==> src/rtl/taxi_axis_if.sv <==
// AXI4-Stream subset (tdata/tvalid/tready) carrying characters to the UART.
// Ports: tdata[DATA_W], tvalid (master->slave), tready (slave->master).
interface taxi_axis_if #(
  parameter int DATA_W = 8
);
  logic [DATA_W-1:0] tdata;
  logic              tvalid;
  logic              tready;

  modport master (
    output tdata,
    output tvalid,
    input  tready
  );

  modport slave (
    input  tdata,
    input  tvalid,
    output tready
  );
endinterface

==> src/rtl/uart_tx.sv <==
// UART transmitter: 5-8 data bits, optional parity, 1/1.5/2 stop, 8x baud.
// Ports: clk, rst (async active-low), s_axis_tx (slave), txd, busy,
//   data_bits, stop_bits, parity_en, parity_type, baud_clk.
// Option UART_TX_BREAK_EN adds break_req for line-break generation.
module uart_tx #(
  parameter int DATA_W = 8
) (
  input  logic       clk,
  input  logic       rst,
  taxi_axis_if.slave s_axis_tx,
  output logic       txd,
  output logic       busy,
  input  logic [1:0] data_bits,
  input  logic [1:0] stop_bits,
  input  logic       parity_en,
  input  logic       parity_type,
`ifdef UART_TX_BREAK_EN
  input  logic       break_req,
`endif
  input  logic       baud_clk
);

  typedef enum logic [2:0] {
    IDLE,
    START,
    DATA,
    PARITY,
`ifdef UART_TX_BREAK_EN
    BREAK,
    BRK_END,
`endif
    STOP
  } state_t;

  state_t      r_state;
  state_t      w_state_n;
  logic        r_rdy;
  logic [3:0]  r_cnt;
  logic [3:0]  w_cnt_n;
  logic [3:0]  w_cnt_adv;
  logic [2:0]  r_bit;
  logic [2:0]  w_bit_n;
  logic [7:0]  r_data;
  logic [1:0]  r_dbits;
  logic [1:0]  r_sbits;
  logic        r_pen;
  logic        r_ptype;
  logic        r_txd;
  logic        w_txd_n;
  logic        w_accept;
  logic        w_tick_end;
  logic        w_par;
  logic [3:0]  w_lim;
  logic [2:0]  w_last;
  logic [7:0]  w_mask;
  logic [DATA_W-1:0] w_tdata;

  assign w_tdata = s_axis_tx.tdata;

  // r_rdy keeps tready low through reset and until the first edge after.
`ifdef UART_TX_BREAK_EN
  assign s_axis_tx.tready = r_rdy && (r_state == IDLE) && !break_req;
`else
  assign s_axis_tx.tready = r_rdy && (r_state == IDLE);
`endif

  assign w_accept = s_axis_tx.tvalid && s_axis_tx.tready;
  assign w_last   = 3'd7 - {1'b0, r_dbits};

  always_comb begin
    w_mask = 8'hFF;
    unique case (r_dbits)
      2'b00: w_mask = 8'hFF;
      2'b01: w_mask = 8'h7F;
      2'b10: w_mask = 8'h3F;
      2'b11: w_mask = 8'h1F;
      default: w_mask = 8'hFF;
    endcase
  end

  // Parity covers only the bits that go on the wire.
  assign w_par = r_ptype ^ (^(r_data & w_mask));

  // Terminal tick count: 8 pulses per bit, stop stretched to 12 or 16.
  always_comb begin
    w_lim = 4'd7;
    if (r_state == STOP) begin
      unique case (1'b1)
        (r_sbits == 2'b01): w_lim = 4'd11;
        (r_sbits == 2'b10): w_lim = 4'd15;
        default:            w_lim = 4'd7;
      endcase
    end
  end

  assign w_tick_end = baud_clk && (r_cnt == w_lim);

  always_comb begin
    if (!baud_clk)
      w_cnt_adv = r_cnt;
    else if (w_tick_end)
      w_cnt_adv = 4'd0;
    else
      w_cnt_adv = r_cnt + 4'd1;
  end

  always_comb begin
    w_state_n = r_state;
    w_cnt_n   = w_cnt_adv;
    w_bit_n   = r_bit;
    unique case (r_state)
      IDLE: begin
        w_cnt_n = 4'd0;
        w_bit_n = 3'd0;
        if (w_accept)
          w_state_n = START;
`ifdef UART_TX_BREAK_EN
        else if (break_req)
          w_state_n = BREAK;
`endif
      end
      START: begin
        if (w_tick_end)
          w_state_n = DATA;
      end
      DATA: begin
        if (w_tick_end) begin
          if (r_bit == w_last)
            w_state_n = r_pen ? PARITY : STOP;
          else
            w_bit_n = r_bit + 3'd1;
        end
      end
      PARITY: begin
        if (w_tick_end)
          w_state_n = STOP;
      end
      STOP: begin
        if (w_tick_end)
          w_state_n = IDLE;
      end
`ifdef UART_TX_BREAK_EN
      BREAK: begin
        w_cnt_n = 4'd0;
        if (!break_req)
          w_state_n = BRK_END;
      end
      BRK_END: begin
        if (w_tick_end)
          w_state_n = IDLE;
      end
`endif
      default: begin
        w_state_n = IDLE;
        w_cnt_n   = 4'd0;
      end
    endcase
  end

  // txd is loaded with the level of the state being entered.
  always_comb begin
    w_txd_n = 1'b1;
    unique case (w_state_n)
      START:   w_txd_n = 1'b0;
      DATA:    w_txd_n = r_data[w_bit_n];
      PARITY:  w_txd_n = w_par;
`ifdef UART_TX_BREAK_EN
      BREAK:   w_txd_n = 1'b0;
`endif
      default: w_txd_n = 1'b1;
    endcase
  end

  always_ff @(posedge clk or negedge rst) begin
    if (!rst) begin
      r_state <= IDLE;
      r_rdy   <= 1'b0;
      r_cnt   <= 4'd0;
      r_bit   <= 3'd0;
      r_data  <= 8'd0;
      r_dbits <= 2'd0;
      r_sbits <= 2'd0;
      r_pen   <= 1'b0;
      r_ptype <= 1'b0;
      r_txd   <= 1'b1;
    end else begin
      r_state <= w_state_n;
      r_rdy   <= 1'b1;
      r_cnt   <= w_cnt_n;
      r_bit   <= w_bit_n;
      r_txd   <= w_txd_n;
      if (w_accept) begin
        r_data  <= w_tdata[7:0];
        r_dbits <= data_bits;
        r_sbits <= stop_bits;
        r_pen   <= parity_en;
        r_ptype <= parity_type;
      end
    end
  end

  assign txd  = r_txd;
  assign busy = (r_state != IDLE);

endmodule

==> src/flat_wrapper.sv <==
// flat-port wrapper written by rule: the top's interface ports become plain ports
module uart_tx_flat 
#(
  parameter int DATA_W = 8
)
  (clk, rst, txd, busy, data_bits, stop_bits, parity_en, parity_type, baud_clk, s_axis_tx_tdata, s_axis_tx_tvalid, s_axis_tx_tready);
  taxi_axis_if #(.DATA_W(DATA_W)) s_axis_tx_i ();
  input  logic clk;
  input  logic rst;
  output logic txd;
  output logic busy;
  input  logic [1:0] data_bits;
  input  logic [1:0] stop_bits;
  input  logic parity_en;
  input  logic parity_type;
  input  logic baud_clk;
  input wire logic [$bits(s_axis_tx_i.tdata)-1:0] s_axis_tx_tdata;
  input wire logic [$bits(s_axis_tx_i.tvalid)-1:0] s_axis_tx_tvalid;
  output wire logic [$bits(s_axis_tx_i.tready)-1:0] s_axis_tx_tready;
  assign s_axis_tx_i.tdata = s_axis_tx_tdata;
  assign s_axis_tx_i.tvalid = s_axis_tx_tvalid;
  assign s_axis_tx_tready = s_axis_tx_i.tready;
  uart_tx #(.DATA_W(DATA_W)) u_core (.clk(clk), .rst(rst), .s_axis_tx(s_axis_tx_i), .txd(txd), .busy(busy), .data_bits(data_bits), .stop_bits(stop_bits), .parity_en(parity_en), .parity_type(parity_type), .baud_clk(baud_clk));
endmodule
==> config.mk <==
export PLATFORM = sky130hd
export DESIGN_NAME = uart_tx_flat
export DESIGN_NICKNAME = d
export VERILOG_FILES = /design/src/rtl/taxi_axis_if.sv /design/src/rtl/uart_tx.sv /design/src/flat_wrapper.sv
export SDC_FILE = /design/constraint.sdc
export NUM_CORES = 1
export LEC_CHECK = 0
export CAP_MARGIN = 0
export CORE_MARGIN = 1.5
export CORE_UTILIZATION = 58
export DETAILED_ROUTE_END_ITERATION = 8
export MAX_ROUTING_LAYER = met4
export PLACE_DENSITY = 0.84
export SLEW_MARGIN = 20
export SYNTH_ARGS = -nofsm -noshare
export SYNTH_HDL_FRONTEND = slang
export SYNTH_SLANG_ARGS = --single-unit
==> constraint.sdc <==
create_clock -name clk -period 6.8 [get_ports clk]
set_input_delay 1.02 -clock clk [delete_from_list [all_inputs] [get_ports clk]]
set_output_delay 1.02 -clock clk [all_outputs]
set_load 0.1 [all_outputs]
==> run summary <==
Highest clock rate: 267 MHz. In this run the biggest area consumer among cell types represents 40.2% of the synthesized area. The register-to-register setup slack is 4.27 ns.

After detailed routing, the number of remaining DRC violations is 0. The tools report the worst clock skew as 0.00637 ns. In this run the critical register-to-register path is captured at u_core.txd.

For the combined global-route utilization of all metal layers, the log shows 24.3%. The layout has 176 filler cells. Before CTS, the worst setup slack after placement is 3.42 ns. The most frequent cell after synthesis is dfrtp_1. Measured against its own limit, the worst slew margin works out to 35.3%. For the number of antenna diodes, the log shows 0. Entering global routing, the biggest net connects 27 pins. From synthesis to final layout, the design area changed by 16.6%. 21 I/O pins were placed. TritonCTS created 3 clock buffers.

The run finished with clean final reports. dfrtp_1 takes more of the synthesized area than any other cell. Required time of the critical path: 5.78 ns. The run gives 0.00156 sq mm as the synthesized area.

The share of the Yosys chip area taken by registers is 41.9%. The initial utilization of the core area, before any placement, comes to 62.3%. The tools report the library cell used as clock root buffer as clkbuf_4. The tools report the vias after detailed routing as 1088. The count of standard-cell rows came out at 18.

The number of violations of the max-capacitance limit was 0; the overall die width was 54.8 um. The post-detailed-route count of antenna-violating nets was 0; the length in cells of the worst reg-to-reg path was 8. For this design, the sink count on the clock tree is 26. The floorplan step defined a die boundary enclosing 0.00300 sq mm. After clock tree synthesis, the clock-pin slew on the worst setup and hold paths is 0.14 ns.

Dividing total power by cell area gives a power density of 396 mW/mm^2. The average instance area after synthesis is 11.5 sq um, and the portion of the clock cycle consumed by the worst path in the final layout is 55.0%. In this run the standard cell core region covers 0.00250 sq mm. The run gives 0 as the number of gates resized after cts. The worst setup path is captured at an output port. The leakage power figure was 0.757 nW. Detailed placement finished with a half-perimeter wire length of 2190 um.

The synthesized netlist cell count is 135. Setup TNS: 0 ns. After synthesis, the most frequently instantiated cells are dfrtp_1, nand2_1, xnor2_1. For the final-report max-slew violation count, the log shows 0.

Clock period minus final worst setup slack: 3.74 ns. The logs give 2.72 ns for the data arrival time of the worst path and 180 for the final net count. The share of flip-flops with an asynchronous set or reset was 100%.

The leading register cell type out of synthesis is dfrtp_1. The number of buffers between clock root and the deepest sink was 2. The startpoint identified for the worst register-to-register timing path is u_core.r_sbits[0]. After synthesis the netlist holds a flip-flop and latch count of 26.

The share of cells above drive strength 1 works out to 19.6%. The run gives 4 as the number of detailed-routing iterations run before antenna repair. The path class of the tightest hold or removal check is flip-flop to flip-flop. The total count of hold-check failures in the final report is 0.

The destination of the critical timing path was s_axis_tx_tready. The run gives 0.33 ns as the worst-skew pair later-pin latency. In this run, synthesis inferred 0 flip-flops with an integrated enable. The total overflow left after global routing is 0.

For the initial antenna violation count, the log shows 0. The type of origin of the critical path was a flip-flop. Across all setup checks in the final design, the least slack found is 3.06 ns. The number of different library cells used by synthesis comes to 49. In this run, the number of DRC markers left after iteration 0 of detailed routing was 27. TritonCTS built the clock tree. The worst setup path is of the flip-flop to output port kind. The vertical die dimension is 54.8 um.

Setup violations remaining at the end of the flow were counted as 0. The first global-routing pass estimated 4900 um of wire. The transition time of the tightest slew-check pin is 0.967 ns, and the highest ir drop seen on vdd is 0.409 mV. The post-CTS setup repair buffer count came out at 0. The number of hold buffers added after cts came out at 0. The number of buffers added on ports is 20, and the number of warnings printed during yosys synthesis is 0. The run gives 1 as the H-tree depth reported by CTS.

The number of nets handed over by synthesis was 156. Of all nets on the critical path, the largest fanout is 8. The vias per cell came out at 5.79. Setup repair after global routing left no endpoint under its margin. The global placer's final weighted congestion came out at 0.895. After synthesis, the cell types taking the most area are dfrtp_1, mux2_1, mux2_2. For this block, the routed nets add up to 2860 um of wire. The via count of the first global-routing pass is 1042, and the wire length per cell is 15.2 um. The critical path starts at u_core.r_state[0].
-- state kept, by name, summed over array words and instances (netlist names) --
register        flops
u_core.txd          1
u_core.r_data       8
u_core.r_bit        3
u_core.r_pen        1
u_core.r_state      3
u_core.r_dbits      2
u_core.r_rdy        1
u_core.r_sbits      2
u_core.r_ptype      1
u_core.r_cnt        4
-- worst min path at each step --
stage                            startpoint                end  slack [ns]  depth (start not counted)
after floorplan           u_core.r_sbits[1]  u_core.r_sbits[1]        0.46                          1
after global placement    u_core.r_sbits[1]  u_core.r_sbits[1]        0.48                          1
after detailed placement  u_core.r_sbits[1]  u_core.r_sbits[1]        0.49                          1
after CTS                 u_core.r_sbits[1]  u_core.r_sbits[1]        0.52                          1
after global routing      u_core.r_sbits[1]  u_core.r_sbits[1]        0.54                          1
final                     u_core.r_sbits[1]  u_core.r_sbits[1]        0.52                          1
-- stage by stage --
step	area, sq um	utilization, %	hold slack, ns	total power, mW	cells
4_1_cts	1820	72.6	0.518	0.722	188
3_3_place_gp	1780	71.2	0.478	0.628	184
2_1_floorplan	1560	-	0.464	0.572	135
3_5_place_dp	1780	71.2	0.487	0.641	184
6_report	1820	72.6	0.515	0.720	188
5_1_grt	1820	72.6	0.535	0.770	188
-- cell families after synthesis --
group | count (synthesis) | synth area share, %
AOI/OAI and AO/OA | 25 | 15.5
DFF | 26 | 41.9
adders and majority gates | 3 | 2.41
buffers and inverters | 10 | 3.46
muxes | 21 | 14.8
xor gates and xnor gates | 12 | 7.24
and+or+nand+nor | 37 | 14.5
other | 1 | 0.241
-- area by class of cell --
type | count | area, sq um | share of cell area (%)
timing repair buffer | 21 | 208 | 11.4
tap | 30 | 37.5 | 2.07
multi-input combinational | 99 | 851 | 46.9
clock buffer | 4 | 36.3 | 2.00
sequential | 26 | 652 | 35.9
inverter | 8 | 31.3 | 1.72
-- power breakdown --
part	switching [mW]	total [mW]	internal [mW]	leakage, nW
combinational	0.185	0.358	0.173	0.416
sequential	0.0658	0.282	0.216	0.320
clock	0.0471	0.0798	0.0328	0.0210
-- critical path: stages (launching register included) --
cell	delay [ns]
dfrtp_1	0.48
or2_4	0.30
nor2_1	0.27
and2_1	0.21
clkdlybuf4s50_1	1.14
-- layer usage --
layer	GRT usage, %	wire [um]	part of all wire [%]	up-vias
met2	33.7	1290	45	24
li1	-	-	-	537
met4	11.3	52	1.8	0
met1	34.6	1420	50	521
met3	3.55	98	3.4	6
met5	-	0	0	-
-- cells in the final DEF (no fill, tap or decap), types with 2 or more instances in the layout --
cell type	n
xnor2_1	9
dfrtp_1	25
nor2_1	5
nand3_1	5
clkbuf_4	3
o211ai_1	2
o21ai_0	3
a21oi_1	4
nand2_1	12
xor2_1	2
nor3_1	2
mux2i_1	5
mux2_1	8
mux2_2	8
clkdlybuf4s50_1	20
nor3b_1	2
inv_1	7
ha_1	3
Note: power is estimated with default switching activity, not from simulation.
==> edit, RTL diff (same flow settings) <==
Re-encode `state_t` (5 states) as Gray code, 3 bits wide.
--- a/src/rtl/uart_tx.sv
+++ b/src/rtl/uart_tx.sv
@@ -22,13 +22,13 @@
 
   typedef enum logic [2:0] {
-    IDLE,
-    START,
-    DATA,
-    PARITY,
+    IDLE   = 3'b000,
+    START  = 3'b001,
+    DATA   = 3'b011,
+    PARITY = 3'b010,
 `ifdef UART_TX_BREAK_EN
     BREAK,
     BRK_END,
 `endif
-    STOP
+    STOP   = 3'b110
   } state_t;
 
Formal check against the unedited RTL: no difference found for any inputs over 10 cycles, from zero or initial values and one cycle with rst low; not proved beyond that.
==> edit against the original RTL <==
Setup slack improved by 0.074 ns. Area after synthesis decreased by 1.2%. Design area decreased by 2.3%. Routed wire length increased by 1.6%. Sequential share of layout area increased by 0.86 points. Critical path type unchanged. Non-clock buffer count unchanged. Sequential cell count unchanged. Global-route usage decreased by 1.3 points.
Power is not compared: it rests on default switching activity, and its combinational part moved more than twofold at a synthesized area within 25%.
==> edit: results (changes against the original RTL) <==
number of distinct library cells after synthesis: 45 (-8.2%)
final net count: 194 (+7.8%)
number of resized instances in the post-cts repair step: 0 (unchanged)
Ys Warns: 0 (unchanged)
outcome: complete, no violations
sequential cell area fraction in the yosys report: 42.4% (+0.51 points)
layout cell share with drive strength beyond 1: 16.3% (-3.3 points)
net count of the mapped netlist: 173 (+11%)
wire length of the first global-routing pass: 4810 um (-1.8%)
insertion delay of the later-clocked pin in the worst-skew pair: 0.32 ns
GRT met2 Usage: 38.6% (+4.8 points)
number of clock buffers inserted by TritonCTS: 3 (unchanged)
clock edge transition at the registers on the reported setup and hold paths: 0.14 ns (about the same)
Worst Path Max Fanout: 10 (+2)
routed wire length per instance: 14.4 um (-5.4%)
Routed met2 length: 1450 um (+13%)
final setup skew: 0.00360 ns (-0.00277 ns)
global routing usage summed across all routing layers: 22.9% (-1.3 points)
buffers inserted by post-CTS timing repair: 0 (unchanged)
Routability Congestion: 0.911 (+1.7%)
leakage: 0.804 nW
hold wc startpoint: u_core.r_sbits[1]
cell types with the largest area share after synthesis: sky130_fd_sc_hd__dfrtp_1, sky130_fd_sc_hd__mux2_2, sky130_fd_sc_hd__xnor2_1
HPWL after detailed placement: 2260 um (+3.1%)
Clock Tree Buf Depth: 2 (unchanged)
maximum level of the CTS H-tree: 1 (unchanged)
launch point of the critical path: u_core.r_state[1]
largest net degree at the start of global routing: 27 (unchanged)
met3 Track Usage GR: 2.46% (-1.1 points)
Post-synth top cells: sky130_fd_sc_hd__dfrtp_1, sky130_fd_sc_hd__mux2_2, sky130_fd_sc_hd__inv_1, sky130_fd_sc_hd__nand2_1
GRT met1 Usage: 28.7% (-5.9 points)
fraction of power spent switching nets: 37.4%
final standard cell count with taps included and fillers excluded: 202 (+7.4%)
violation count after the first detailed-route iteration: 18 (-33%)
length of routed wiring on met1: 1330 um (-6.3%)
worst ir drop on vdd: 0.000160 V
vias in the first global route: 1116 (+7.1%)
DR WL met3: 111 um (+13%)
n_diodes: 0 (unchanged)
share of synthesized flip-flops with an asynchronous set or reset: 100% (unchanged)
top layer in use: met4
first-pass detailed-route iteration total: 4 (unchanged)
cell count after synthesis: 152 (+13%)
Critical Path Slowest Stage Cell: sky130_fd_sc_hd__clkdlybuf4s50_1
Final Max Slew Viols: 0 (unchanged)
vias per std cell: 5.76 (-0.52%)
Relative slew margins: 35.7% (+0.39 points)
startpoint of the most critical register-to-register path: u_core.r_sbits[0]
number of antenna violations at the first check in global routing: 0 (unchanged)
## edit: changes by cell type after synthesis, sizes merged, moves of 3 or more
cell   change
nor2       +3
and3       +4
buf        +4
inv        +5
o21ai      +4
mux2i      -3
a31oi      +3
## edit: power groups by stage
stage	Clock, W	Sequential, W	Combinational, W
floorplan	0	0.000210	0.000113
global placement	0	0.000212	0.000138
detailed placement	0	0.000214	0.000146
CTS	0.0000713	0.000211	0.000146
global route	0.0000757	0.000216	0.000164
finish	0.0000682	0.000212	0.000146
## edit: cell families after synthesis
logic type	Yosys count	synth area share, %
other cells	1	0.244
flops	26	42.4
simple gates	46	16.9
mux	18	13.3
compound gates	30	13.2
buf+inv	17	5.29
xor+xnor	11	6.27
fa+ha+maj	3	2.44
## edit: path summary, 6_finish.rpt
path | cells after the start | slack (ns) | end
worst max-delay path | 3 | 3.13 | s_axis_tx_tready
worst max register to register | 8 | 4.40 | u_core.txd
max in group asynchronous | 2 | 5.46 | u_core.txd
worst min-delay path | 1 | 0.52 | u_core.r_sbits[1]
worst min register to register | 1 | 0.52 | u_core.r_sbits[1]
min in group asynchronous | 2 | 1.04 | u_core.r_state[0]
## edit: area by class of cell
cell class | instances | area, um^2
tap | 30 | 37.5
sequential | 26 | 652
timing repair buffer | 21 | 208
clock buffer | 4 | 26.3
fill | 182 | 727
inverter | 12 | 45.0
multi-input combinational | 109 | 805
## edit: critical path: cells and delay by family (launching register included)
family / cells / cell delay, ns
buffers and inverters: 1 / 1.15
DFF: 1 / 0.49
and+or+nand+nor: 2 / 0.69
## edit: through the flow
step	worst slack, ns	power (W)	instance area (um^2)
after floorplan	3.35	0.000323	1540
after global placement	3.55	0.000350	1750
after detailed placement	3.50	0.000360	1750
after CTS	3.13	0.000428	1770
after global routing	3.03	0.000455	1770
final	3.13	0.000426	1770
